--- config.mk ---
export PLATFORM = sky130hd
export DESIGN_NAME = permute_issue_ctrl
export DESIGN_NICKNAME = d
export VERILOG_FILES = /design/src/rtl/permute_pkg.sv /design/src/rtl/permute_rr_arb.sv /design/src/rtl/permute_issue_ctrl.sv
export SDC_FILE = /design/constraint.sdc
export NUM_CORES = 1
export LEC_CHECK = 0
export BUFFER_PORTS_ARGS = -buffer_cell sky130_fd_sc_hd__buf_2
export CORE_UTILIZATION = 25
export CTS_CLUSTER_DIAMETER = 30
export DETAILED_ROUTE_END_ITERATION = 12
export PLACE_DENSITY = 0.44
export SLEW_MARGIN = 10
export SYNTH_ARGS = -nofsm -noshare
export SYNTH_HDL_FRONTEND = slang
export SYNTH_SLANG_ARGS = --single-unit
--- constraint.sdc ---
create_clock -name clk -period 3.5 [get_ports clk]
set_input_delay 1.05 -clock clk [delete_from_list [all_inputs] [get_ports clk]]
set_output_delay 1.05 -clock clk [all_outputs]
set_load 0.01 [all_outputs]
--- src/rtl/permute_pkg.sv ---
// Shared types and encodings for the odd-pipe permute issue path.
package permute_pkg;

  localparam int OP_W  = 11;
  localparam int FMT_W = 3;
  localparam int REG_W = 7;
  localparam int IMM_W = 18;

  localparam logic [0:OP_W-1]  NOP_OP  = '0;
  localparam logic [FMT_W-1:0] NOP_FMT = '0;

  // One in-flight destination tracked by the issue scoreboard.
  typedef struct packed {
    logic            valid;
    logic [0:REG_W-1] rt;
  } sb_entry_t;

  // A NOP never occupies a scoreboard entry, whatever its reg_write bit says.
  function automatic logic is_nop(input logic [0:OP_W-1] op, input logic [FMT_W-1:0] fmt);
    return (op == NOP_OP) && (fmt == NOP_FMT);
  endfunction

endpackage

--- src/rtl/permute_rr_arb.sv ---
// Two-way round-robin arbiter; the pointer remembers the last granted slot.
module permute_rr_arb (
  input  logic       clk,
  input  logic       reset,
  input  logic [1:0] elig,
  output logic [1:0] grant
);

  logic last_q;
  logic last_d;

  // Grant: a lone eligible slot wins, a tie goes to the slot not granted last.
  always_comb begin
    grant = elig;
    if (elig == 2'b11) begin
      grant = last_q ? 2'b01 : 2'b10;
    end
  end

  // Pointer only moves when a grant is actually issued.
  always_comb begin
    last_d = last_q;
    if (grant[1]) begin
      last_d = 1'b1;
    end else if (grant[0]) begin
      last_d = 1'b0;
    end
  end

  // Pointer register; reset to 1 so slot 0 wins the first tie.
  always_ff @(posedge clk or posedge reset) begin
    if (reset) begin
      last_q <= 1'b1;
    end else begin
      last_q <= last_d;
    end
  end

endmodule

--- src/rtl/permute_issue_ctrl.sv ---
// Issue controller for the permute unit: RAW scoreboard, dual-slot arbitration,
// registered drive of the unit's control inputs, branch squash and stall counting.
module permute_issue_ctrl
  import permute_pkg::*;
#(
  parameter int DEPTH = 4,
  parameter int CNT_W = 16
) (
  input  logic                   clk,
  input  logic                   reset,
  input  logic [1:0]             req_valid,
  output logic [1:0]             req_ready,
  input  logic [1:0][0:OP_W-1]   req_op,
  input  logic [1:0][FMT_W-1:0]  req_format,
  input  logic [1:0][0:REG_W-1]  req_rt_addr,
  input  logic [1:0][0:REG_W-1]  req_ra_addr,
  input  logic [1:0][0:REG_W-1]  req_rb_addr,
  input  logic [1:0]             req_uses_rb,
  input  logic [1:0][0:IMM_W-1]  req_imm,
  input  logic [1:0]             req_reg_write,
  input  logic                   flush,
  output logic [0:OP_W-1]        pu_op,
  output logic [FMT_W-1:0]       pu_format,
  output logic [0:REG_W-1]       pu_rt_addr,
  output logic [0:IMM_W-1]       pu_imm,
  output logic                   pu_reg_write,
  output logic                   pu_sel,
  output logic [CNT_W-1:0]       stall_cnt
);

  // Entry 0 is the instruction being granted this cycle and is produced
  // combinationally from the grant; entries 1..DEPTH-1 are registered. Entry 1
  // is what the unit sees this cycle, entries 2.. are inside the permute stages.
  sb_entry_t sb_q [1:DEPTH-1];
  sb_entry_t sb_d [1:DEPTH-1];

  logic [1:0]         hazard;
  logic [1:0]         elig;
  logic [1:0]         grant;
  logic               gnt_any;
  logic               gnt_slot;

  logic [0:OP_W-1]    pu_op_q,  pu_op_d;
  logic [FMT_W-1:0]   pu_fmt_q, pu_fmt_d;
  logic [0:REG_W-1]   pu_rt_q,  pu_rt_d;
  logic [0:IMM_W-1]   pu_imm_q, pu_imm_d;
  logic               pu_rw_q,  pu_rw_d;
  logic               pu_sel_q, pu_sel_d;
  logic [CNT_W-1:0]   stall_cnt_q, stall_cnt_d;

  function automatic logic [CNT_W-1:0] sat_inc(input logic [CNT_W-1:0] v);
    return (&v) ? v : v + 1'b1;
  endfunction

  // Hazard: any live source matches any in-flight destination (no forwarding).
  always_comb begin
    hazard = '0;
    for (int s = 0; s < 2; s++) begin
      for (int i = 1; i < DEPTH; i++) begin
        if (sb_q[i].valid) begin
          if (req_ra_addr[s] == sb_q[i].rt) begin
            hazard[s] = 1'b1;
          end
          if (req_uses_rb[s] && (req_rb_addr[s] == sb_q[i].rt)) begin
            hazard[s] = 1'b1;
          end
        end
      end
    end
  end

  assign elig = req_valid & ~hazard & {2{~flush}};

  permute_rr_arb u_arb (
    .clk   (clk),
    .reset (reset),
    .elig  (elig),
    .grant (grant)
  );

  assign gnt_any   = |grant;
  assign gnt_slot  = grant[1];
  assign req_ready = reset ? 2'b00 : grant;

  // Unit drive: granted slot's fields, otherwise an all-zero NOP; operand mux
  // select only moves on a grant.
  always_comb begin
    pu_op_d  = '0;
    pu_fmt_d = '0;
    pu_rt_d  = '0;
    pu_imm_d = '0;
    pu_rw_d  = 1'b0;
    pu_sel_d = pu_sel_q;
    if (gnt_any) begin
      pu_op_d  = req_op[gnt_slot];
      pu_fmt_d = req_format[gnt_slot];
      pu_rt_d  = req_rt_addr[gnt_slot];
      pu_imm_d = req_imm[gnt_slot];
      pu_rw_d  = req_reg_write[gnt_slot];
      pu_sel_d = gnt_slot;
    end
  end

  // Scoreboard shift; flush kills the unit's current instruction (entry 1),
  // and the grant is already blocked so entry 0 loads empty.
  always_comb begin
    sb_d[1] = '0;
    if (gnt_any && req_reg_write[gnt_slot] &&
        !is_nop(req_op[gnt_slot], req_format[gnt_slot])) begin
      sb_d[1].valid = 1'b1;
      sb_d[1].rt    = req_rt_addr[gnt_slot];
    end
    for (int i = 2; i < DEPTH; i++) begin
      sb_d[i] = sb_q[i-1];
    end
    if (flush) begin
      sb_d[2] = '0;
    end
  end

  // Stall counter: requests waiting with no grant, ignoring squash cycles.
  always_comb begin
    stall_cnt_d = stall_cnt_q;
    if ((|req_valid) && !gnt_any && !flush) begin
      stall_cnt_d = sat_inc(stall_cnt_q);
    end
  end

  // State registers.
  always_ff @(posedge clk or posedge reset) begin
    if (reset) begin
      for (int i = 1; i < DEPTH; i++) begin
        sb_q[i] <= '0;
      end
      pu_op_q     <= '0;
      pu_fmt_q    <= '0;
      pu_rt_q     <= '0;
      pu_imm_q    <= '0;
      pu_rw_q     <= 1'b0;
      pu_sel_q    <= 1'b0;
      stall_cnt_q <= '0;
    end else begin
      for (int i = 1; i < DEPTH; i++) begin
        sb_q[i] <= sb_d[i];
      end
      pu_op_q     <= pu_op_d;
      pu_fmt_q    <= pu_fmt_d;
      pu_rt_q     <= pu_rt_d;
      pu_imm_q    <= pu_imm_d;
      pu_rw_q     <= pu_rw_d;
      pu_sel_q    <= pu_sel_d;
      stall_cnt_q <= stall_cnt_d;
    end
  end

  assign pu_op        = pu_op_q;
  assign pu_format    = pu_fmt_q;
  assign pu_rt_addr   = pu_rt_q;
  assign pu_imm       = pu_imm_q;
  assign pu_reg_write = pu_rw_q;
  assign pu_sel       = pu_sel_q;
  assign stall_cnt    = stall_cnt_q;

endmodule

Word level (Yosys, flattened, before mapping)
Cells that the tools add are included.
W data, S select, Z words.
{ "word_totals": {"out_inout_bits": 59, "reg_bits": 82, "word_cells": 95, "input_bits": 115} }
{ "classes": {"order_cmp": 1, "n_bitwise": 5, "eq_ne": 13, "mux": 40, "n_reduce_logical": 21, "addsub": 1} }
{ "op_table": {"columns": ["cell", "n"], "rows": [
  ["$eq A7 B7 Y1", 12],
  ["$mux W18", 3],
  ["$mux W11", 3],
  ["$mux W1", 23],
  ["$mux W7", 3],
  ["$add A16 B1 Y16 const B", 1],
  ["$mux W8", 2],
  ["$reduce_and A16 Y1", 1],
  ["$logic_and A1 B1 Y1", 11],
  ["$logic_not A11 Y1", 1],
  ["$mux W3", 3],
  ["$mux W2", 3],
  ["$and A2 B2 Y2", 2],
  ["$reduce_or A2 Y1", 2],
  ["$logic_not A1 Y1", 3],
  ["$logic_not A3 Y1", 1],
  ["$eq A2 B2 Y1 const B", 1],
  ["$lt A1 B2 Y1 const B", 1],
  ["$not A1 Y1", 2],
  ["$not A2 Y2", 1],
  ["$reduce_and A2 Y1", 1],
  ["$reduce_bool A2 Y1", 1]
]} }

Depth between registers and ports, before layout
Gate-level depths: netlist of the first run.
{ "logic_depth": {"depth_word": 22, "ltp_mapped": 11, "mapped_depth_nobuf": 8} }

Hierarchy
Synthesis of the first run repeated with hierarchy kept, for this count alone.
{ "hier_totals": {"cells_unflattened": 373, "hier_area_um2": 4137.7} }
{ "modules_own_cells": {"columns": ["module", "seq_area_each_um2", "cells_each", "n_inst", "area_each_um2"], "rows": [
  ["permute_issue_ctrl", 2026.9, 365, 1, 4072.7],
  ["permute_rr_arb", 26.3, 8, 1, 65.1]
]} }

Worst setup path after synthesis of the first run
Ideal clock, no wire load.
{ "synth_path": {"path_type": "input -> output", "from": "in req_ra_addr[6] (netlist name)", "to": "out req_ready[1]", "path_stages": 8, "path_buffers": 2, "path_slack_ns": 0.052, "t_arrival_ns": 2.398, "required_ns": 2.450, "path_cell_list": "xor2_1 -> nor4_2 -> o21ai_1 -> and4_4 -> a21o_1 -> buf_6 -> clkbuf_1 -> nor2_1"} }
{ "synth_via": {"elab_chain_len": 16, "word_cells_on_any_way": 18, "classes_between": "4 x eq/ne; 11 x mux; 3 x bitwise"} }
{ "synth_lines": {"columns": ["item", "line_no", "rtl"], "rows": [
  ["start: declaration", "permute_issue_ctrl.sv:16", "input logic [1:0][0:REG_W-1] req_ra_addr,"],
  ["$eq A7 B7 Y1", "permute_issue_ctrl.sv:61", "if (req_ra_addr[s] == sb_q[i].rt) begin"],
  ["$mux W1", "permute_issue_ctrl.sv:61", null],
  ["$mux W1", "permute_issue_ctrl.sv:64", "if (req_uses_rb[s] && (req_rb_addr[s] == sb_q[i].rt)) begin"],
  ["$mux W1", "permute_issue_ctrl.sv:60", "if (sb_q[i].valid) begin"],
  ["$mux W1", "permute_issue_ctrl.sv:61", null],
  ["$mux W1", "permute_issue_ctrl.sv:64", null],
  ["$mux W1", "permute_issue_ctrl.sv:60", null],
  ["$mux W1", "permute_issue_ctrl.sv:61", null],
  ["$mux W1", "permute_issue_ctrl.sv:64", null],
  ["$mux W1 (*)", "permute_issue_ctrl.sv:60", null],
  ["$not A2 Y2 (*)", "permute_issue_ctrl.sv:72", "assign elig = req_valid & ~hazard & {2{~flush}};"],
  ["$and A2 B2 Y2 (*) (2 in series)", "permute_issue_ctrl.sv:72", null],
  ["$eq A2 B2 Y1 (*)", "permute_rr_arb.sv:15", "if (elig == 2'b11) begin"],
  ["$mux W2 (*)", "permute_rr_arb.sv:15", null],
  ["$mux W2 (*)", "permute_issue_ctrl.sv:83", "assign req_ready = reset ? 2'b00 : grant;"],
  ["end: declaration", "permute_issue_ctrl.sv:12", "output logic [1:0] req_ready,"]
]} }
Mark *: on every way between the ends. The rest lies on a longest branch, timed or not.

Worst setup path in the final report of the first run
{ "layout_path": {"from": "in req_rb_addr[13] (netlist name)", "to": "out req_ready[1]"} }
{ "layout_via": {"elab_chain_len": 16, "word_cells_on_any_way": 20, "classes_between": "4 x eq/ne; 10 x mux; 3 x bitwise; 3 x reduce/logical"} }
{ "layout_lines": {"columns": ["item", "line_no", "rtl"], "rows": [
  ["start: declaration", "permute_issue_ctrl.sv:17", "input logic [1:0][0:REG_W-1] req_rb_addr,"],
  ["$eq A7 B7 Y1", "permute_issue_ctrl.sv:64", null],
  ["$logic_and A1 B1 Y1", "permute_issue_ctrl.sv:64", null],
  ["$mux W1", "permute_issue_ctrl.sv:64", null],
  ["$mux W1", "permute_issue_ctrl.sv:60", null],
  ["$mux W1", "permute_issue_ctrl.sv:61", null],
  ["$mux W1", "permute_issue_ctrl.sv:64", null],
  ["$mux W1", "permute_issue_ctrl.sv:60", null],
  ["$mux W1", "permute_issue_ctrl.sv:61", null],
  ["$mux W1", "permute_issue_ctrl.sv:64", null],
  ["$mux W1 (*)", "permute_issue_ctrl.sv:60", null],
  ["$not A2 Y2 (*)", "permute_issue_ctrl.sv:72", null],
  ["$and A2 B2 Y2 (*) (2 in series)", "permute_issue_ctrl.sv:72", null],
  ["$eq A2 B2 Y1", "permute_rr_arb.sv:15", null],
  ["$mux W2 (*)", "permute_rr_arb.sv:15", null],
  ["$mux W2 (*)", "permute_issue_ctrl.sv:83", null]
]} }
Marks and branches as above.

==> results of run 1 <==
[critical path, stage by stage]
cell and delay, ns:
buf_2 0.13, xnor2_1 0.15, nand4_1 0.13, nor2_1 0.07, o21ai_1 0.11, nand4_1 0.20, buf_4 0.20, a21o_4 0.19
nor2_4 0.10, buf_6 0.11
[registers in the layout, indices dropped and copies added (netlist names)]
register / cells
pu_op: 11
stall_cnt: 16
sb_q: 16
sb_d: 8
pu_rt_addr: 7
u_arb.last_q: 1
pu_sel: 1
pu_imm: 18
pu_format: 3
pu_reg_write: 1
[cell usage in the layout (no fill, tap or decap), types with 7 or more instances in the layout]
master	instances
nand3_1	27
and3_1	10
nand4_1	26
clkbuf_16	9
o21ai_0	18
buf_2	168
buf_4	9
xor2_1	19
mux2i_1	21
inv_1	18
dfrtp_1	81
xnor2_1	75
nor2b_1	11
nor2_1	32
nand2_1	7
a22o_1	7
[worst min path at each step]
| stage | cells after the start | endpoint | startpoint |
|---|---|---|---|
| 3_3_place_gp | 0 | sb_q[7] | sb_d[7] |
| 4_1_cts | 0 | sb_q[7] | sb_d[7] |
| 5_1_grt | 0 | sb_q[7] | sb_d[7] |
| 2_1_floorplan | 0 | sb_q[7] | sb_d[7] |
| 6_report | 0 | sb_q[7] | sb_d[7] |
| 3_5_place_dp | 0 | sb_q[7] | sb_d[7] |
[kinds of logic (layout without fill, tap and decap cells)]
family / Yosys count / count (layout) / share of synthesized area [%]
xor gates and xnor gates: 99 / 99 / 19.8
buffers and inverters: 45 / 216 / 6.49
AOI/OAI and AO/OA: 33 / 33 / 4.45
adders and majority gates: 1 / 1 / 0.283
DFF: 82 / 82 / 46.5
and+or+nand+nor: 136 / 136 / 17.1
muxes: 23 / 23 / 5.36
[timing repair]
item | in CTS | in global routing
setup endpoints to repair | 2 | 2
pin swaps | 2 | 14
buffers inserted | 0 | 2
gates resized for setup | 5 | 20
[layer usage]
layer	vias to the layer above	track usage, %	part of all wire (%)
met5	-	0	0
met4	0	7.05	2.7
met2	119	23.2	46
li1	1746	-	-
met3	24	3.83	6.1
met1	1741	19.0	45
[through the flow]
step | hold WS, ns | TNS (ns)
6_report | 0.446 | 0
5_1_grt | 0.453 | -0.138
4_1_cts | 0.442 | -0.00132
3_5_place_dp | 0.427 | -0.0700
3_3_place_gp | 0.446 | -0.0457
2_1_floorplan | 0.365 | 0
[power breakdown]
| part | switching [mW] | internal, mW |
|---|---|---|
| clock network | 0.385 | 0.512 |
| registers | 0.0709 | 1.03 |
| logic | 0.244 | 0.226 |
[cell type report]
class | count | area [sq um]
Timing Repair Buffer | 182 | 977
Clock inverter | 3 | 15.0
Multi-Input combinational cell | 292 | 2150
Inverter | 19 | 72.6
Clock buffer | 12 | 256
Sequential cell | 82 | 2050
Tap cell | 225 | 282
Fill cell | 1835 | 11500
==> metrics.cfg, run 1 <==
[synth]
synth-edff-count=0
ys_types=33
synth_fp_nets=535
seq_area_frac_synth_pct=46.5
avgSynthCellArea_sq_um=10.5
ys.warnings.count=0
synth_cells=419
ys_async_sr_fraction_pct=100
yosys.area.top_type_share_pct=45.9
yosysMostFrequentCell=dfrtp_1
netlist_area_sq_um=4420
synth_commonest_cells=81 x dfrtp_1, 79 x xnor2_1, 33 x nor2_1
yosys-top-cells-area=dfrtp_1 46%, xnor2_1 16%, mux2i_1 4.8%
synth_top_area_cell=dfrtp_1
ys.flop_type=dfrtp_1
ys_ff_latch=82

[setup_path]
required_ns=2.45
critical_path_class=primary input to output pin
setup.worst_path.start_class=primary input
arrival_ns=2.45
rr_worst_depth=12
setup.worst_path.end=req_ready[1]
crit_start=req_rb_addr[13]
rrSetupSlack_ns=0.71
reg2reg_from=sb_d[1]
endpoint_kind=output pin
timing.rr.end=pu_imm[0]
critPathMaxFanout=3

[global_routing]
grt_usage_pct=14.8
grt_max_degree=48
grt_antenna_before_repair=0
grt_pass1_wl_mm=20.5
grt_overflow=0
first_global_vias=3829

[sta]
worst_slack_ns=0.00378
setup_violations=0
grt_setup_unrepaired=true
worstMarginPinSlew_ns=0.662
min_period_over_period_pct=99.9
hold_violations=0
max_freq_mhz=286
slew_violations=0
fin_crit_ns=3.50
relSlewSlack_pct=55.8
clock_skew_ns=0.00733

[power_and_ir_drop]
ir_drop_uv=207
power.density_nw_per_um2=425
power.leakage_nw=2.89
p_total_mw=2.46

[cells_and_area]
fin_cells=815
utilization_pct=33.5
area_delta_synth_final_pct=31.4
final_area_sq_um=5800
antenna_cells=0
nets=702
drive_above_1_share_pct=36.8

[clocking]
clkSlewWorstSetupHoldPaths_ns=0.06
clockRootBuffer=clkbuf_16
cts.sinks=82
clock_latency_ns=0.34
cts_tree=built
cts_inserted_buffers=9
ctsLongestPathBuffers=2
ctsHtreeMaxLevel=3
hold_buffers=0

[routing]
wl_per_cell_um=15.8
drt_iter0_markers=135
vias_per_cell=4.45
firstDrtPassIters=4
vias=3630
antenna_left=0
wl_mm=12.9
drc=0

[place]
pre_cts_ws_ns=-0.0420
portBuffers=173
dpl.hpwl_mm=9.95
gp_congestion=0.854
placed_cell_area_sq_um=5420
post-place-cells=798

[die]
die_w_um=135
num_io_pins=174
core-area_sq_um=17300
start_util_pct=25.5
fp.dieArea_sq_um=18200
die_h_um=135
rows=48

[run_status]
status=finished clean

[min_path]
hp-class=flip-flop to flip-flop

[run]
cap_viol_max_count=0

Note: power is estimated with default switching activity, not from simulation.
==> run 2, diff against run 1 <==
--- a/config.mk
+++ b/config.mk
@@ -6,7 +6,9 @@
 export NUM_CORES = 1
 export LEC_CHECK = 0
 export BUFFER_PORTS_ARGS = -buffer_cell sky130_fd_sc_hd__buf_2
+export CORE_MARGIN = 4
 export CORE_UTILIZATION = 25
+export CTS_BUF_LIST = sky130_fd_sc_hd__clkbuf_16
 export CTS_CLUSTER_DIAMETER = 30
 export DETAILED_ROUTE_END_ITERATION = 12
 export PLACE_DENSITY = 0.44
==> metrics.cfg, run 2 (synthesis gave the netlist of run 1 again) <==
[setup_path]
setup.worst_path.start_class=primary input
timing.rr.end=pu_imm[5]
rr_worst_depth=9  ; -3
reg2reg_from=sb_q[22]
required_ns=2.45  ; about the same
rrSetupSlack_ns=0.90  ; +0.19 ns
critical_path_class=primary input to output pin
arrival_ns=2.41  ; -0.04 ns
endpoint_kind=output pin
critPathMaxFanout=3  ; unchanged

[routing]
vias_per_cell=4.42  ; -0.76%
antenna_left=0  ; unchanged
wl_per_cell_um=16.3  ; +3.1%
wl_mm=13.3  ; +3.2%
drc=0  ; unchanged
firstDrtPassIters=4  ; unchanged
vias=3607  ; -0.63%
drt_iter0_markers=66  ; -51%

[global_routing]
grt_max_degree=48  ; unchanged
grt_antenna_before_repair=0  ; unchanged
grt_overflow=0  ; unchanged
grt_pass1_wl_mm=21.3  ; +4.1%
first_global_vias=3945  ; +3.0%
grt_usage_pct=13.6  ; -1.2 points

[min_path]
min_from=sb_d[7]
holdPathStages=0  ; unchanged
min_to=sb_q[7]
hp-class=flip-flop to flip-flop

[clocking]
clockRootBuffer=clkbuf_16
cts_inserted_buffers=9  ; unchanged
hold_buffers=0  ; unchanged
cts.sinks=82  ; unchanged
ctsLongestPathBuffers=2  ; unchanged
ctsHtreeMaxLevel=3  ; unchanged
clkSlewWorstSetupHoldPaths_ns=0.06  ; about the same
cts_tree=built
clock_latency_ns=0.34  ; about the same

[cells_and_area]
drive_above_1_share_pct=37.2  ; +0.45 points
final_cell_mix=173 x buf_2, 81 x dfrtp_1, 73 x xnor2_1
area_delta_synth_final_pct=31.3  ; about the same
final_common_cell=buf_2
final_area_sq_um=5800  ; about the same
largest_register_ffs=18  ; unchanged
antenna_cells=0  ; unchanged
utilization_pct=33.5  ; about the same
nFillCells=1818  ; -0.93%
fin_cells=816  ; +0.12%
nets=702  ; unchanged

[run]
cap_viol_max_count=0  ; unchanged

[run_status]
status=finished clean

[place]
gp_congestion=0.869  ; +1.7%
dpl.hpwl_mm=10.4  ; +4.1%
portBuffers=173  ; unchanged
placed_cell_area_sq_um=5420  ; +0.14%
post-place-cells=799  ; +0.13%

[power_and_ir_drop]
power.leakage_nw=2.89  ; -0.10%
ir_drop_uv=204  ; -1.5%
power.density_nw_per_um2=429  ; +1.1%

[die]
rows=48  ; unchanged
fp.dieArea_sq_um=19900  ; +9.1%
die_w_um=141  ; +4.4%
start_util_pct=25.5  ; unchanged
core-area_sq_um=17300  ; unchanged
die_h_um=141  ; +4.4%
num_io_pins=174  ; unchanged

[sta]
slew_violations=0  ; unchanged
worstMarginPinSlew_ns=0.664  ; +0.00235 ns
relSlewSlack_pct=55.7  ; -0.11 points
hold_violations=0  ; unchanged
whs_ns=0.422  ; -0.0236 ns
fin_crit_ns=3.46  ; -0.0329 ns
grt_setup_unrepaired=true
setup_violations=0  ; unchanged
clock_skew_ns=0.00708  ; -0.000246 ns
max_freq_mhz=289  ; +0.95%
min_period_over_period_pct=99.0  ; -0.94 points

==> run 2: final cells by class <==
cell class              instances  area [sq um]  share of cell area (%)
inverters                      19          72.6                    1.25
multi-input cells             292          2160                    37.2
flip-flops and latches         82          2050                    35.4
clock buffers                   9           225                    3.88
well taps                     225           282                    4.86
repair buffers                182           946                    16.3
clock inverters                 7          61.3                    1.06
==> run 2: timing repair <==
item                                    4_1_cts  5_1_grt
pin swaps                                     3        2
endpoints found under the setup margin        2        2
setup buffers                                 1        0
gates resized for setup                       3       13
==> run 2: per-stage QoR <==
| stage | TNS (ns) | setup WS, ns | power [mW] |
|---|---|---|---|
| 2_1_floorplan | 0 | 0.0518 | 1.36 |
| 3_3_place_gp | -0.00432 | -0.00382 | 1.57 |
| 3_5_place_dp | -0.0683 | -0.0354 | 1.58 |
| 4_1_cts | 0 | 0.000808 | 2.54 |
| 5_1_grt | -0.170 | -0.0998 | 2.64 |
| 6_report | 0 | 0.0367 | 2.49 |
==> run 2: how the worst max path moves through the flow <==
stage	end	start	cells past startpoint	slack, ns
final	req_ready[1]	req_ra_addr[4]	9	0.04
after global routing	req_ready[1]	req_ra_addr[2]	9	-0.1
after CTS	req_ready[1]	req_ra_addr[3]	9	0.0008
after detailed placement	req_ready[1]	req_ra_addr[5]	9	-0.04
after global placement	req_ready[1]	req_ra_addr[3]	9	-0.004
after floorplan	req_ready[1]	req_ra_addr[6]	8	0.05
==> run 2: per-layer routing <==
layer	share of wire, %	track usage (%)
met3	7.5	4.58
met2	47	22.1
met4	2.0	4.95
met5	0	0
met1	43	16.9
==> run 2: where the power goes <==
group	total [mW]	internal [mW]	switching, mW
combinational	0.466	0.223	0.243
clock	0.930	0.544	0.386
sequential	1.09	1.03	0.0676
total	2.49	1.79	0.696
==> run 2: worst max-delay path: stages <==
cell and delay (ns):
buf_2 0.14, xnor2_2 0.18, nand4_1 0.12, nor4_2 0.16, o21ai_1 0.12, and4_4 0.21
a21o_2 0.23, nor2_2 0.07, buf_2 0.14
